**src/rtl/clock_mode_ctrl.sv**
```systemverilog
// Mode/enable sequencer for the alarm clock: counter enables, display select, alarm ring FSM.
// Latency: buttons pass a 2-flop synchronizer; enables are combinational on tick; show_alarm/buzz are registered.
// Backpressure: none; every enable is a single-cycle strobe qualified by tick.
// Optional snooze support is built when SNOOZE_EN is defined.
module clock_mode_ctrl #(
  parameter int RING_SECS   = 60,
  parameter int SNOOZE_SECS = 300
) (
  input  logic clk,
  input  logic rst,
  input  logic tick,
  input  logic timeset,
  input  logic alarmset,
  input  logic minadv,
  input  logic hrsadv,
  input  logic alarmon,
  input  logic snooze,
  input  logic sec_last,
  input  logic min_last,
  input  logic alarm_match,
  output logic sen,
  output logic tmen,
  output logic then,
  output logic amen,
  output logic ahen,
  output logic show_alarm,
  output logic buzz
);

  // One shared countdown serves both ring and snooze, so size it for the longer one.
  localparam int MAX_SECS = (RING_SECS > SNOOZE_SECS) ? RING_SECS : SNOOZE_SECS;
  localparam int CW       = $clog2(MAX_SECS + 1);

  localparam logic [CW-1:0] ONE     = CW'(1);
  localparam logic [CW-1:0] RING_LD = CW'(RING_SECS);
`ifdef SNOOZE_EN
  localparam logic [CW-1:0] SNZ_LD  = CW'(SNOOZE_SECS);
`endif

  typedef enum logic [1:0] {
    RUN  = 2'd0,
    TSET = 2'd1,
    ASET = 2'd2
  } mode_t;

  typedef enum logic [1:0] {
    AL_OFF    = 2'd0,
    AL_ARMED  = 2'd1,
    AL_RING   = 2'd2,
    AL_SNOOZE = 2'd3
  } alarm_t;

  // ---------------------------------------------------------------------------
  // Button synchronizers
  // ---------------------------------------------------------------------------
  logic [4:0] sync_meta;
  logic [4:0] sync_q;
  logic       timeset_s;
  logic       alarmset_s;
  logic       minadv_s;
  logic       hrsadv_s;
  logic       alarmon_s;

  // Two-flop synchronizer for the asynchronous button/switch levels.
  always_ff @(posedge clk or negedge rst) begin
    if (!rst) begin
      sync_meta <= '0;
      sync_q    <= '0;
    end else begin
      sync_meta <= {alarmon, hrsadv, minadv, alarmset, timeset};
      sync_q    <= sync_meta;
    end
  end

  assign timeset_s  = sync_q[0];
  assign alarmset_s = sync_q[1];
  assign minadv_s   = sync_q[2];
  assign hrsadv_s   = sync_q[3];
  assign alarmon_s  = sync_q[4];

`ifdef SNOOZE_EN
  logic snooze_meta;
  logic snooze_s;
  logic snooze_q;
  logic snooze_rise;

  // Snooze gets its own synchronizer plus one extra stage for edge detection.
  always_ff @(posedge clk or negedge rst) begin
    if (!rst) begin
      snooze_meta <= 1'b0;
      snooze_s    <= 1'b0;
      snooze_q    <= 1'b0;
    end else begin
      snooze_meta <= snooze;
      snooze_s    <= snooze_meta;
      snooze_q    <= snooze_s;
    end
  end

  assign snooze_rise = snooze_s & ~snooze_q;
`else
  // Port kept so both builds share one pinout; the button has no effect here.
  logic unused_snooze;
  assign unused_snooze = snooze;
`endif

  // ---------------------------------------------------------------------------
  // Alarm match edge detect (sampled every cycle regardless of mode, so a
  // match that appears while setting time never fires on return to RUN)
  // ---------------------------------------------------------------------------
  logic match_q;
  logic match_rise;

  // Previous-cycle copy of the comparator output.
  always_ff @(posedge clk or negedge rst) begin
    if (!rst) begin
      match_q <= 1'b0;
    end else begin
      match_q <= alarm_match;
    end
  end

  assign match_rise = alarm_match & ~match_q;

  // ---------------------------------------------------------------------------
  // Mode FSM
  // ---------------------------------------------------------------------------
  mode_t mode;
  mode_t mode_nxt;

  // Mode state register.
  always_ff @(posedge clk or negedge rst) begin
    if (!rst) begin
      mode <= RUN;
    end else begin
      mode <= mode_nxt;
    end
  end

  // Mode next state: setting modes are only entered from and left to RUN;
  // time-set wins when both set buttons are held.
  always_comb begin
    mode_nxt = mode;
    case (mode)
      RUN: begin
        if (timeset_s) begin
          mode_nxt = TSET;
        end else if (alarmset_s) begin
          mode_nxt = ASET;
        end
      end
      TSET: begin
        if (!timeset_s) begin
          mode_nxt = RUN;
        end
      end
      ASET: begin
        if (!alarmset_s) begin
          mode_nxt = RUN;
        end
      end
      default: mode_nxt = RUN;
    endcase
  end

  // Counter enables from the current mode; every enable is gated by tick.
  always_comb begin
    sen  = 1'b0;
    tmen = 1'b0;
    then = 1'b0;
    amen = 1'b0;
    ahen = 1'b0;
    case (mode)
      RUN: begin
        sen  = tick;
        tmen = tick & sec_last;
        then = tick & sec_last & min_last;
      end
      TSET: begin
        // Seconds are frozen while the time is being set.
        tmen = tick & minadv_s;
        then = tick & hrsadv_s;
      end
      ASET: begin
        // Time keeps running while the alarm registers are adjusted.
        sen  = tick;
        tmen = tick & sec_last;
        then = tick & sec_last & min_last;
        amen = tick & minadv_s;
        ahen = tick & hrsadv_s;
      end
      default: begin
        sen = 1'b0;
      end
    endcase
  end

  // Display select register, tracking the mode state exactly.
  always_ff @(posedge clk or negedge rst) begin
    if (!rst) begin
      show_alarm <= 1'b0;
    end else begin
      show_alarm <= (mode_nxt == ASET);
    end
  end

  // ---------------------------------------------------------------------------
  // Alarm FSM with shared ring/snooze countdown
  // ---------------------------------------------------------------------------
  alarm_t        al_state;
  alarm_t        al_nxt;
  logic [CW-1:0] cnt;
  logic [CW-1:0] cnt_nxt;

  // Alarm state and countdown registers.
  always_ff @(posedge clk or negedge rst) begin
    if (!rst) begin
      al_state <= AL_OFF;
      cnt      <= '0;
    end else begin
      al_state <= al_nxt;
      cnt      <= cnt_nxt;
    end
  end

  // Alarm next state; disarming overrides everything else.
  always_comb begin
    al_nxt  = al_state;
    cnt_nxt = cnt;
    if (!alarmon_s) begin
      al_nxt  = AL_OFF;
      cnt_nxt = '0;
    end else begin
      case (al_state)
        AL_OFF: begin
          al_nxt = AL_ARMED;
        end
        AL_ARMED: begin
          if (match_rise && (mode == RUN)) begin
            al_nxt  = AL_RING;
            cnt_nxt = RING_LD;
          end
        end
        AL_RING: begin
`ifdef SNOOZE_EN
          if (snooze_rise) begin
            al_nxt  = AL_SNOOZE;
            cnt_nxt = SNZ_LD;
          end else if (tick) begin
            if (cnt <= ONE) begin
              // Back to ARMED; match is still high so no re-ring this minute.
              al_nxt  = AL_ARMED;
              cnt_nxt = '0;
            end else begin
              cnt_nxt = cnt - ONE;
            end
          end
`else
          if (tick) begin
            if (cnt <= ONE) begin
              // Back to ARMED; match is still high so no re-ring this minute.
              al_nxt  = AL_ARMED;
              cnt_nxt = '0;
            end else begin
              cnt_nxt = cnt - ONE;
            end
          end
`endif
        end
`ifdef SNOOZE_EN
        AL_SNOOZE: begin
          if (tick) begin
            if (cnt <= ONE) begin
              al_nxt  = AL_RING;
              cnt_nxt = RING_LD;
            end else begin
              cnt_nxt = cnt - ONE;
            end
          end
        end
`endif
        default: begin
          al_nxt  = AL_OFF;
          cnt_nxt = '0;
        end
      endcase
    end
  end

  // Buzzer register, high exactly while the alarm FSM is in RING.
  always_ff @(posedge clk or negedge rst) begin
    if (!rst) begin
      buzz <= 1'b0;
    end else begin
      buzz <= (al_nxt == AL_RING);
    end
  end

endmodule

```
**config.mk**
```make
export PLATFORM = sky130hd
export DESIGN_NAME = clock_mode_ctrl
export DESIGN_NICKNAME = d
export VERILOG_FILES = /design/src/rtl/clock_mode_ctrl.sv
export SDC_FILE = /design/constraint.sdc
export NUM_CORES = 1
export LEC_CHECK = 0
export ABC_AREA = 1
export ABC_CLOCK_PERIOD_IN_PS = 1450
export CAP_MARGIN = 20
export CORE_MARGIN = 3
export CORE_UTILIZATION = 47
export CTS_CLUSTER_SIZE = 20
export DETAILED_ROUTE_END_ITERATION = 16
export PLACE_DENSITY = 0.78
export SETUP_SLACK_MARGIN = 0.1
export SLEW_MARGIN = 20
export SYNTH_ARGS = -nofsm -noshare
export SYNTH_HDL_FRONTEND = slang
export SYNTH_SLANG_ARGS = --single-unit
```
**constraint.sdc**
```tcl
create_clock -name clk -period 1.45 [get_ports clk]
set_input_delay 0.29 -clock clk [delete_from_list [all_inputs] [get_ports clk]]
set_output_delay 0.29 -clock clk [all_outputs]
set_load 0.03 [all_outputs]
```
# [Word level (Yosys, flattened, before mapping)]
# Cells that the tools add are included.
# Widths: inputs -> output; s select.
[word_totals] regBits=26 out_inout_bits=7 elab_cells=50
[op_classes] add_sub_neg=1 order_cmp=1 eq_ne=9 n_mux=20 bitwise=6 n_reduce_logical=5
[ops] op="$mux 9" n=4
[ops] op="$pmux 9 s3" n=1
[ops] op="$mux 2" n=8
[ops] op="$pmux 2 s3" n=2
[ops] op="$le 9x1->1 const B" n=1
[ops] op="$sub 9x1->9 const B" n=1
[ops] op="$eq 2x2->1 const B" n=4
[ops] op="$ne 3x3->1 const B" n=2
[ops] op="$and 1x1->1" n=5
[ops] op="$eq 2x1->1 const B" n=2
[ops] op="$logic_not 2->1" n=2
[ops] op="$pmux 1 s2" n=2
[ops] op="$mux 1" n=3
[ops] op="$reduce_and 3->1" n=1
[ops] op="$ne 2x2->1 const B" n=1
[ops] op="$reduce_or 2->1" n=1
[ops] op="$logic_and 1x1->1" n=1
[ops] op="$not 1->1" n=1

# [Longest topological paths before layout]
[logic_depth] ltp_word=7 mapped_depth=11 ltp_nobuf=11

# [Least setup slack after synthesis]
# No wires, ideal clock.
[synth_path] path_type="register to output" start="register mode[0]" end="output port amen" arrival_ns=1.429 required_time_ns=1.160 slack_ns=-0.269 stages_incl_launch_ff=2 path_buffers=0 cell_sequence="dfrtp_1 -> nor4_1"
[synth_via] elab_chain_cells=2
[synth_lines] element="from (decl)" line="128" text="mode_t mode;"
[synth_lines] element="from (signal assigned)" line="136" text="mode <= mode_nxt;"
[synth_lines] element="$eq 2x2->1" line="173" text="case (mode)"
[synth_lines] element="$mux 1" line="173"
[synth_lines] element="to (decl)" line="24" text="output logic amen,"
# No other way between the ends.

# [Worst setup path in the final report]
[layout_path] start="register mode[1]" end="output port amen"
# Same word-level chain as after synthesis.

==> metrics.cfg <==
[route]
ant_nets = 0
viasPerCell = 4.89
wl_per_cell_um = 12.8
drt-pass1-iter-count = 4
num_vias = 1076
drtIter0Drc = 47
routed_wl_um = 2820
drc = 0

[grt]
grt_start_max_net_pins = 27
grt-ovfl-total = 0
grt_pass1_vias = 1061
grt_usage_pct = 17.1
grt_antenna_before_repair = 0
grt_pass1_wl_um = 4400

[final_layout]
drive_gt1_share_pct = 39.5
fin_nets = 209
fillers = 185
syn_to_final_growth_pct = 42.9
final_util_pct = 71.9
antenna_cells = 0

[clock_network]
cts_buffer_depth = 2
cts_hold_buf = 0
clkSlewWorstSetupHoldPaths_ps = 140
htreeDepth = 1
cts_tree = yes
cts_buffers = 3
cts-root-buf = clkbuf_4
clk_latency_ps = 320
cts.sink_count = 26

[setup_path]
critPathBufInv = 2
cpLargestDelayFamily = flip-flops
rr_startpoint = al_state[1]
critPathLaunchType = flop
crit_path_max_incr_delay_ps = 390
critical_path_arrival_ps = 1300
worstSetupPathType = reg -> out
endpoint_kind = output pin
startpoint = mode[1]
required_ps = 1160
cp_slowest_cell = dfrtp_1
path_cells = inv_2 -> nor4_2 -> buf_4
crit_fanout = 3

[timing]
slew_headroom_pct = 79.6
setup_ws_ps = -145
finalSetupViolations = 10
clock_skew_ps = 14.7
fin_crit_ps = 1590
worstMarginPinSlew_ps = 306
period_share_pct = 110
rsz0062_at_grt = yes
drv_slew = 0
fmax_mhz = 627
final_hold_viol_count = 0

[floorplan]
die_h_um = 58.0
dieArea_um2 = 3360
die_w_um = 58.0
initial_core_util_pct = 50.3
io-pin-count = 19
rows = 18
coreArea_um2 = 2520

[power]
totalPowerFinal_mw = 1.38
ir_worst_vdd_mv = 0.578
cellPowerDensity_nw_per_um2 = 759
p_leak_nw = 0.928

[flow_run]
maxCapViolCount = 0

[synthesis]
synth.avg_cell_area_um2 = 8.57
synth_nets = 166
synthTopCellsByArea = dfrtp_1 (51%), nand2_1 (14%), inv_1 (6.2%)
yosysSeqAreaShare_pct = 51.3
synthCells = 148
yosysTopAreaCell = dfrtp_1
yosys.area.top_type_share_pct = 51.3
syn_area_um2 = 1270
synth_warnings = 0
synth_cell_types = 25
ys_ff_latch = 26

[place]
gp_congestion = 0.790
dp_worst_setup_slack_ps = -245
portBuffers = 17
dp_hpwl_um = 1800

[status]
outcome = finished, violations left
violations = setup timing

[hold_path]
hold_path_class = in -> async

through the flow:
step / hold slack, ps / instance area [µm²] / TNS [ps] / cells
floorplan: -5.59 / 1340 / 0 / 148
global placement: 333 / 1610 / -2450 / 205
detailed placement: 335 / 1610 / -3140 / 205
CTS: 324 / 1740 / -666 / 215
global route: 332 / 1810 / -1710 / 220
finish: 308 / 1810 / -676 / 220
final timing paths:
path                             end  slack (ps)  cells after the start
max                             amen        -140                      3
min                           cnt[1]         310                      2
max reg2reg                   cnt[0]         -20                      9
min reg2reg                sync_q[4]         360                      0
max in group asynchronous  sync_q[3]         890                      2
min in group clk           sync_q[4]         360                      0
flip-flops by register name, summed over array words and instances, names as in the netlist:
name,count
al_state,2
show_alarm,1
sync_meta,5
match_q,1
mode,2
cnt,9
sync_q,5
buzz,1
logic make-up (layout without fill, tap and decap cells):
| logic type | Yosys count | in the layout | synth area share (%) |
|---|---|---|---|
| flops | 26 | 26 | 51.3 |
| simple gates | 78 | 78 | 27.0 |
| fa+ha+maj | 6 | 6 | 5.92 |
| xor+xnor | 6 | 6 | 4.14 |
| buf+inv | 24 | 66 | 7.10 |
| compound gates | 8 | 8 | 4.54 |
cell type report:
cell class              count  area [µm²]  share of cell area (%)
clock buffers               4        36.3                    2.00
inverters                  24        92.6                    5.11
flip-flops and latches     26         653                    36.0
multi-input cells          98         659                    36.4
repair buffers             38         334                    18.4
well taps                  30        37.5                    2.07
routing by layer:
layer | track usage (%) | part of all wire, %
met4 | 8.28 | 1.8
met2 | 31.8 | 55
met5 | 0 | 0
met1 | 19.2 | 41
met3 | 2.00 | 2.6
cell usage in the layout, fill, tap and decap left out, types with 2 or more instances in the layout:
cell type,Yosys,layout
inv_2,1,8
xor2_1,5,5
a21oi_4,1,2
nor3_2,0,2
ha_2,0,2
ha_4,0,3
o21ai_2,0,2
clkbuf_2,0,2
dfrtp_1,26,24
o21ai_0,3,2
buf_6,0,8
clkbuf_4,0,3
clkdlybuf4s50_1,0,9
nand2_1,48,37
dfrtp_2,0,2
nand4_1,3,3
nor3b_1,2,2
clkinv_1,2,2
nand2_2,2,13
buf_4,0,18
nor2_1,13,12
nor2_2,2,2
inv_1,21,13
what timing repair did:
action                                  in CTS  in global routing
resized for setup                           26                 18
setup buffers                                5                  5
pin swaps                                   10                  6
endpoints found under the setup margin      19                 19
cloned                                       1                  0
where the power goes:
part / switching, mW / internal, mW / total, mW
logic: 0.135 / 0.120 / 0.255
registers: 0.0130 / 0.750 / 0.763
clock network: 0.204 / 0.153 / 0.358
total: 0.353 / 1.02 / 1.38
cell usage after synthesis (all sizes together):
cell type and number:
clkinv 2, ha 6, nor2 15, xor2 5, o21ai 4, nor4 1, o31ai 1, nand3 2
nand2 50, a21oi 3, nand4 3, nor3b 2, and2 2, inv 22, nor3 3, dfrtp 26
xnor2 1
Note: power is estimated with default switching activity, not from simulation.
